==> src/rtl/mem_wb_stage_if.sv <==
// MEM->WB stage bundle: pipeline control, MEM-stage payload, and register-file write port.
// The master drives the stage inputs; the slave (the WB stage) drives the results.
interface mem_wb_stage_if #(
  parameter int unsigned XLEN = 32,
  parameter int unsigned REGW = 5
);
  logic            stall_i;
  logic            flush_i;
  logic            valid_i;
  logic            reg_we_i;
  logic [REGW-1:0] rd_i;
  logic [1:0]      wb_sel_i;
  logic [2:0]      funct3_i;
  logic [XLEN-1:0] alu_res_i;
  logic [XLEN-1:0] load_data_i;
  logic [XLEN-1:0] pc_i;
  logic [XLEN-1:0] csr_rdata_i;

  logic            we_o;
  logic [REGW-1:0] waddr_o;
  logic [XLEN-1:0] wdata_o;
  logic            wb_valid_o;
  logic [63:0]     instret_o;

  modport master (
    output stall_i, flush_i, valid_i, reg_we_i, rd_i, wb_sel_i, funct3_i,
    output alu_res_i, load_data_i, pc_i, csr_rdata_i,
    input  we_o, waddr_o, wdata_o, wb_valid_o, instret_o
  );

  modport slave (
    input  stall_i, flush_i, valid_i, reg_we_i, rd_i, wb_sel_i, funct3_i,
    input  alu_res_i, load_data_i, pc_i, csr_rdata_i,
    output we_o, waddr_o, wdata_o, wb_valid_o, instret_o
  );
endinterface

==> src/rtl/mem_wb_stage.sv <==
// MEM/WB pipeline register with load alignment, write-back mux and a 64-bit retire counter.
// Register-file write signals are decoded only from registered fields.
module mem_wb_stage #(
  parameter int unsigned XLEN = 32,
  parameter int unsigned REGW = 5
) (
  input  logic          clk_i,
  input  logic          rst_i,
  mem_wb_stage_if.slave wb_if
);

  localparam logic [2:0] F3Lb  = 3'b000;
  localparam logic [2:0] F3Lh  = 3'b001;
  localparam logic [2:0] F3Lbu = 3'b100;
  localparam logic [2:0] F3Lhu = 3'b101;

  logic            r_valid;
  logic            r_reg_we;
  logic [REGW-1:0] r_rd;
  logic [1:0]      r_wb_sel;
  logic [2:0]      r_funct3;
  logic [XLEN-1:0] r_alu_res;
  logic [XLEN-1:0] r_load_data;
  logic [XLEN-1:0] r_pc;
  logic [XLEN-1:0] r_csr_rdata;
  logic [63:0]     r_instret;

  logic [1:0]      w_off;
  logic [7:0]      w_byte;
  logic [15:0]     w_half;
  logic [XLEN-1:0] w_load_val;
  logic [XLEN-1:0] w_wdata;

  // Flush beats stall; a held instruction retires only on the edge that releases it.
  always_ff @(posedge clk_i or posedge rst_i) begin
    if (rst_i) begin
      r_valid     <= 1'b0;
      r_reg_we    <= 1'b0;
      r_rd        <= '0;
      r_wb_sel    <= '0;
      r_funct3    <= '0;
      r_alu_res   <= '0;
      r_load_data <= '0;
      r_pc        <= '0;
      r_csr_rdata <= '0;
      r_instret   <= '0;
    end else begin
      if (wb_if.flush_i) begin
        r_valid  <= 1'b0;
        r_reg_we <= 1'b0;
      end else if (!wb_if.stall_i) begin
        r_valid     <= wb_if.valid_i;
        r_reg_we    <= wb_if.reg_we_i;
        r_rd        <= wb_if.rd_i;
        r_wb_sel    <= wb_if.wb_sel_i;
        r_funct3    <= wb_if.funct3_i;
        r_alu_res   <= wb_if.alu_res_i;
        r_load_data <= wb_if.load_data_i;
        r_pc        <= wb_if.pc_i;
        r_csr_rdata <= wb_if.csr_rdata_i;
      end
      if (r_valid && !wb_if.stall_i) begin
        r_instret <= r_instret + 64'd1;
      end
    end
  end

  always_comb begin
    w_off = r_alu_res[1:0];
    unique case (w_off)
      2'd0:    w_byte = r_load_data[7:0];
      2'd1:    w_byte = r_load_data[15:8];
      2'd2:    w_byte = r_load_data[23:16];
      default: w_byte = r_load_data[31:24];
    endcase
    w_half = w_off[1] ? r_load_data[31:16] : r_load_data[15:0];

    // Codes other than the four narrow loads return the full word.
    case (r_funct3)
      F3Lb:    w_load_val = {{(XLEN-8){w_byte[7]}}, w_byte};
      F3Lbu:   w_load_val = {{(XLEN-8){1'b0}}, w_byte};
      F3Lh:    w_load_val = {{(XLEN-16){w_half[15]}}, w_half};
      F3Lhu:   w_load_val = {{(XLEN-16){1'b0}}, w_half};
      default: w_load_val = r_load_data;
    endcase

    unique case (r_wb_sel)
      2'd0:    w_wdata = r_alu_res;
      2'd1:    w_wdata = w_load_val;
      2'd2:    w_wdata = r_pc + XLEN'(4);
      default: w_wdata = r_csr_rdata;
    endcase
  end

  assign wb_if.we_o       = r_valid & r_reg_we & (r_rd != '0);
  assign wb_if.waddr_o    = r_rd;
  assign wb_if.wdata_o    = w_wdata;
  assign wb_if.wb_valid_o = r_valid;
  assign wb_if.instret_o  = r_instret;

endmodule

==> src/flat_wrapper.sv <==
// flat-port wrapper written by rule: the top's interface ports become plain ports
module mem_wb_stage_flat 
#(
  parameter int unsigned XLEN = 32,
  parameter int unsigned REGW = 5
)
  (clk_i, rst_i, wb_if_stall_i, wb_if_flush_i, wb_if_valid_i, wb_if_reg_we_i, wb_if_rd_i, wb_if_wb_sel_i, wb_if_funct3_i, wb_if_alu_res_i, wb_if_load_data_i, wb_if_pc_i, wb_if_csr_rdata_i, wb_if_we_o, wb_if_waddr_o, wb_if_wdata_o, wb_if_wb_valid_o, wb_if_instret_o);
  mem_wb_stage_if #(.XLEN(XLEN), .REGW(REGW)) wb_if_i ();
  input  logic clk_i;
  input  logic rst_i;
  input wire logic [$bits(wb_if_i.stall_i)-1:0] wb_if_stall_i;
  input wire logic [$bits(wb_if_i.flush_i)-1:0] wb_if_flush_i;
  input wire logic [$bits(wb_if_i.valid_i)-1:0] wb_if_valid_i;
  input wire logic [$bits(wb_if_i.reg_we_i)-1:0] wb_if_reg_we_i;
  input wire logic [$bits(wb_if_i.rd_i)-1:0] wb_if_rd_i;
  input wire logic [$bits(wb_if_i.wb_sel_i)-1:0] wb_if_wb_sel_i;
  input wire logic [$bits(wb_if_i.funct3_i)-1:0] wb_if_funct3_i;
  input wire logic [$bits(wb_if_i.alu_res_i)-1:0] wb_if_alu_res_i;
  input wire logic [$bits(wb_if_i.load_data_i)-1:0] wb_if_load_data_i;
  input wire logic [$bits(wb_if_i.pc_i)-1:0] wb_if_pc_i;
  input wire logic [$bits(wb_if_i.csr_rdata_i)-1:0] wb_if_csr_rdata_i;
  output wire logic [$bits(wb_if_i.we_o)-1:0] wb_if_we_o;
  output wire logic [$bits(wb_if_i.waddr_o)-1:0] wb_if_waddr_o;
  output wire logic [$bits(wb_if_i.wdata_o)-1:0] wb_if_wdata_o;
  output wire logic [$bits(wb_if_i.wb_valid_o)-1:0] wb_if_wb_valid_o;
  output wire logic [$bits(wb_if_i.instret_o)-1:0] wb_if_instret_o;
  assign wb_if_i.stall_i = wb_if_stall_i;
  assign wb_if_i.flush_i = wb_if_flush_i;
  assign wb_if_i.valid_i = wb_if_valid_i;
  assign wb_if_i.reg_we_i = wb_if_reg_we_i;
  assign wb_if_i.rd_i = wb_if_rd_i;
  assign wb_if_i.wb_sel_i = wb_if_wb_sel_i;
  assign wb_if_i.funct3_i = wb_if_funct3_i;
  assign wb_if_i.alu_res_i = wb_if_alu_res_i;
  assign wb_if_i.load_data_i = wb_if_load_data_i;
  assign wb_if_i.pc_i = wb_if_pc_i;
  assign wb_if_i.csr_rdata_i = wb_if_csr_rdata_i;
  assign wb_if_we_o = wb_if_i.we_o;
  assign wb_if_waddr_o = wb_if_i.waddr_o;
  assign wb_if_wdata_o = wb_if_i.wdata_o;
  assign wb_if_wb_valid_o = wb_if_i.wb_valid_o;
  assign wb_if_instret_o = wb_if_i.instret_o;
  mem_wb_stage #(.XLEN(XLEN), .REGW(REGW)) u_core (.clk_i(clk_i), .rst_i(rst_i), .wb_if(wb_if_i));
endmodule
==> config.mk <==
export PLATFORM = sky130hd
export DESIGN_NAME = mem_wb_stage_flat
export DESIGN_NICKNAME = d
export VERILOG_FILES = /design/src/rtl/mem_wb_stage_if.sv /design/src/rtl/mem_wb_stage.sv /design/src/flat_wrapper.sv
export SDC_FILE = /design/constraint.sdc
export NUM_CORES = 1
export LEC_CHECK = 0
export CAP_MARGIN = 20
export CORE_MARGIN = 4
export CORE_UTILIZATION = 50
export CTS_CLUSTER_DIAMETER = 80
export DETAILED_ROUTE_END_ITERATION = 16
export GPL_ROUTABILITY_DRIVEN = 0
export GPL_TIMING_DRIVEN = 1
export PLACE_DENSITY = 0.81
export SLEW_MARGIN = 30
export SYNTH_ARGS = -nofsm -noshare
export SYNTH_HDL_FRONTEND = slang
export SYNTH_SLANG_ARGS = --single-unit
export TNS_END_PERCENT = 100
==> constraint.sdc <==
create_clock -name clk_i -period 14.93 [get_ports clk_i]
set_input_delay 2.986 -clock clk_i [delete_from_list [all_inputs] [get_ports clk_i]]
set_output_delay 2.986 -clock clk_i [all_outputs]
set_load 0.05 [all_outputs]
Word level (Yosys, flattened, before mapping)
Index checks and enable logic that the tools add are counted.
{ "classes": {"bitwise": 4, "mux": 8, "n_eq_ne": 8, "addsub": 2, "n_reduce_logical": 7} }
{ "ops": {"columns": ["op", "count"], "rows": [
  ["32-bit case mux with 4 select lines", 1],
  ["32-bit case mux with 3 select lines", 1],
  ["64-bit by 1-bit adder with 64-bit output (second input constant)", 1],
  ["32-bit by 3-bit adder with 32-bit output (second input constant)", 1],
  ["8-bit case mux with 3 select lines", 1],
  ["16-bit two-way mux", 1],
  ["3-bit equality test (second input constant)", 2],
  ["5-bit nonzero test", 1],
  ["2-bit by 1-bit equality test with 1-bit output (second input constant)", 2],
  ["2-bit equality test (second input constant)", 2],
  ["2-bit logical NOT", 2],
  ["1-bit two-way mux", 4],
  ["3-bit by 1-bit equality test with 1-bit output (second input constant)", 1],
  ["3-bit logical NOT", 1],
  ["1-bit AND", 2],
  ["2-bit by 1-bit inequality test with 1-bit output (second input constant)", 1],
  ["1-bit inverter", 2],
  ["2-bit AND reduction", 1],
  ["1-bit logical AND", 1],
  ["1-bit logical NOT", 1]
]} }
{ "word_totals": {"out_inout_bits": 103, "wordCells": 39, "reg_bits": 204} }

Logic depth before layout (Yosys ltp)
{ "logic_depth": {"word_depth": 4, "depth_mapped": 7, "mapped_depth_nobuf": 6} }

Worst setup path after synthesis
No wires, ideal clock.
{ "synth_timing": {"path_type": "register -> output", "startpoint": "register u_core.r_pc[6]", "endpoint": "output wb_if_wdata_o[19]", "path_stages_with_launch": 5, "required_ns": 11.944, "arrival_ns": 2.627, "setup_slack_ns": 9.317, "path_cell_list": "dfrtp_1 > nand4_1 > or4_1 > nor3b_1 > o32ai_1"} }
{ "synth_between": {"elab_chain_cells": 2} }
{ "synth_lines": {"columns": ["element", "line", "text"], "rows": [
  ["from (decl)", "mem_wb_stage.sv:24", "logic [XLEN-1:0] r_pc;"],
  ["from (signal assigned)", "mem_wb_stage.sv:59", "r_pc <= wb_if.pc_i;"],
  ["32-bit by 3-bit adder with 32-bit output", "mem_wb_stage.sv:90", "2'd2: w_wdata = r_pc + XLEN'(4);"],
  ["32-bit case mux with 3 select lines", "mem_wb_stage.sv:87", "unique case (r_wb_sel)"],
  ["to (decl)", "flat_wrapper.sv:24", "output wire logic [$bits(wb_if_i.wdata_o)-1:0] wb_if_wdata_o;"]
]} }
No other way between the ends.

Worst setup path in the final report
{ "layout_timing": {"startpoint": "register u_core.r_pc[6]", "endpoint": "output wb_if_wdata_o[27]"} }
The elaborated chain is that of the path after synthesis.

==> results_dict.tcl <==
set metrics [dict create \
    yosysTopAreaCell "dfrtp_1" \
    maxSlewHeadroom 0.3552 \
    fin_crit_ns 6.560 \
    synth_seq_cells 204 \
    synthMuxAreaShare 0.1633 \
    drc_errors 0 \
    seqCellArea_um2 5105 \
    clkPwrFrac 0.335 \
    min_period_over_period 0.4394 \
    overflow 0 \
    worst_slew_pin_slew_ns 0.9672 \
    cts_setup_buffers 0 \
    netlist.area_leader.share 0.5020 \
    instances_no_fill 1409 \
    hold_end "u_core.wb_if.instret_o[63]$_DFFE_PP0P_" \
    grt_usage 0.2506 \
    p_leak_nw 5.539 \
    antenna_found_initial 1 \
    multi_input_area_um2 4826 \
    r2r_slack_ns 12.36 \
    cts_resized 0 \
    netSwitchingFraction 0.3231 \
    start_kind "flip-flop" \
    min_delay_path_depth 1 \
    status "completed" \
    reg2regPathDepth 5 \
    synthAdderAreaFrac 0.002461 \
    fp.dieH_um 150.6 \
    rows 51 \
    dr.pass1.iters 5 \
    yosysWarnings 0 \
    crit_path_start "u_core.r_pc[6]$_DFFE_PP0P_" \
    avgViaCountPerCell 5.825 \
    numPortBuffers 246 \
    avgSynthCellArea_um2 11.32 \
    r2r-start "u_core.wb_if.instret_o[23]$_DFFE_PP0P_" \
    die_w_um 150.6 \
    num_io_pins 247 \
    cts_root_buf "clkbuf_16" \
    netlist_top_cells_area "dfrtp_1, mux2_2, xnor2_1, xor2_1, nand2_1" \
    synth_top_family_by_area "multiplexers" \
    antennaDiodeCount 0 \
    cap_viol_max_count 0 \
    synthCells 898 \
    p_comb_frac 0.269 \
    synthSimpleGateAreaFrac 0.1417 \
    wire_per_inst_um 20.39 \
    crit_fanout 7 \
    drtIter0Drc 584 \
    vias 8207 \
    holdWs_ns 0.4640 \
    hold_path_class "reg -> reg" \
    clock_latency_ns 0.50 \
    cts.sinks 204 \
    critPathArrivalTime_ns 3.57 \
    grt_pass1_wl_mm 44.91 \
    synth-seq-area-share 0.5020 \
    h-tree-depth 1 \
    synth.cell_area_um2 10170 \
    p_int_w 0.001161 \
    post-dp-hpwl_mm 21.16 \
    ant_nets 0 \
    synth_compound_area_frac 0.09352 \
    fmax_mhz 152.4 \
    synth_edf_count 0 \
    max-clock-path-buffers 3 \
    hold_viol 0 \
    dp_cells 1370 \
    start_util 0.5157 \
    drv_slew 0 \
    final_net_count 1275 \
    wl_mm 28.73 \
    end_kind "output port" \
    synth_xor_area_frac 0.07235 \
    finalSetupViolCount 0 \
    critical_path_class "reg -> out" \
    cts_tree "built" \
    core_um2 19720 \
    grt_pass1_vias 8279 \
    floorplan.die_area_um2 22680 \
    rr_endpoint "u_core.wb_if.instret_o[53]$_DFFE_PP0P_" \
    cts_buffers 22 \
    syn_to_final_growth_pct 34.02 \
    min-delay-start "u_core.wb_if.instret_o[63]$_DFFE_PP0P_" \
    fillers 1469 \
    drive_gt1_frac 0.1801 \
    grt_max_degree 129 \
    ys_types 69 \
    power_density_nw_per_um2 125.9 \
    path_clk_slew_ns 0.06 \
    rsz0062_at_grt "false" \
    synth.net_count 1044 \
    power.switching_w 0.0005543 \
    critical_path_required_ns 11.94 \
    synth_ff_type "dfrtp_1" \
    hold_buffers 0 \
    pwr-share-seq 0.396 \
    fin_worst_skew_ns 0.01125 \
    fin_tns_setup_ns 0 \
    max-vdd-ir-drop_mv 0.1179 \
    async_flop_share 1.000 \
]
-- cell usage after synthesis (5+ instances only) --
cell type	instances
clkbuf_1	39
and3_1	11
nand2b_1	5
a211oi_1	11
nand4_1	27
nor3_1	13
dfrtp_1	204
a22o_1	6
mux2_2	131
mux2i_1	14
xor2_1	37
o21ai_0	38
nand3_1	39
o221ai_1	6
a211o_1	7
inv_1	16
and2_1	5
a22oi_1	5
nor4_1	6
and4_1	6
nor2_1	35
a21oi_1	20
o21ai_1	5
nand2_1	76
xnor2_1	47
nor4_2	12
-- metrics by stage --
stage	area [µm²]	setup WS [ns]	power, W	utilization
6_report	13630	8.370	0.001715	0.6912
5_1_grt	13630	8.134	0.001785	0.6912
4_1_cts	13610	8.379	0.001726	0.6903
3_5_place_dp	12840	8.915	0.001147	0.6510
3_3_place_gp	12840	8.961	0.001140	0.6510
2_1_floorplan	10170	6.377	0.0009673	-
-- cell families (layout without fill, tap and decap cells) --
group | Yosys count | count (layout)
AOI/OAI and AO/OA | 139 | 139
muxes | 147 | 147
buffers and inverters | 62 | 308
and+or+nand+nor | 260 | 260
adders and majority gates | 2 | 2
DFF | 204 | 204
xor gates and xnor gates | 84 | 84
-- power by group through the flow --
stage               Combinational, W  Clock, W  Sequential [W]
floorplan                   0.000285         0        0.000683
global placement            0.000454         0        0.000686
detailed placement          0.000459         0        0.000688
CTS                         0.000462  0.000586        0.000678
global route                0.000490  0.000608        0.000686
finish                      0.000461  0.000575        0.000679
-- area by class of cell --
class	count	area share
inverter	17	0.005600
tap	265	0.02433
timing repair buffer	252	0.1845
clock inverter	9	0.009732
clock buffer	30	0.04710
sequential	204	0.3746
multi-input combinational	632	0.3541
-- metal layers --
| layer | track usage | wire, µm | vias up |
|---|---|---|---|
| met5 | 0 | 13 | - |
| met4 | 0.06528 | 681 | 2 |
| met3 | 0.04606 | 2417 | 51 |
| met2 | 0.4270 | 14040 | 384 |
| met1 | 0.3316 | 11580 | 4020 |
| li1 | - | - | 3750 |
-- worst max-delay path by stage --
stage | cells after the start | slack, ns | endpoint
after floorplan | 1 | 6.38 | u_core.r_alu_res[0]$_DFFE_PP0P_
after global placement | 5 | 8.96 | wb_if_wdata_o[27]
after detailed placement | 5 | 8.91 | wb_if_wdata_o[27]
after CTS | 5 | 8.38 | wb_if_wdata_o[27]
after global routing | 6 | 8.13 | wb_if_wdata_o[20]
final | 5 | 8.37 | wb_if_wdata_o[27]
-- flip-flops by register name, summed over array words and instances (netlist names) --
register                 flops
u_core.r_reg_we              1
u_core.wb_if.wb_valid_o      1
u_core.r_alu_res            32
u_core.r_csr_rdata          32
u_core.r_wb_sel              2
u_core.r_funct3              3
u_core.r_load_data          32
u_core.wb_if.waddr_o         5
u_core.wb_if.instret_o      64
u_core.r_pc                 32
-- critical path, cell delays in order (launching register included) --
cell,delay [ns]
dfrtp_1,0.46
nand4_1,0.29
nor3_1,0.76
a211oi_1,0.16
o32ai_1,0.51
clkdlybuf4s50_1,0.90
-- cells in the final DEF (no fill, tap or decap), types with 20 or more instances in the layout --
cell	count
nand3_1	38
xor2_1	37
mux2_2	131
xnor2_1	47
a21oi_1	20
nand2_1	76
o21ai_0	38
dfrtp_1	204
clkdlybuf4s50_1	246
nor2_1	34
nand4_1	27
clkbuf_16	23
No activity file was read; power rests on OpenSTA's default activity.
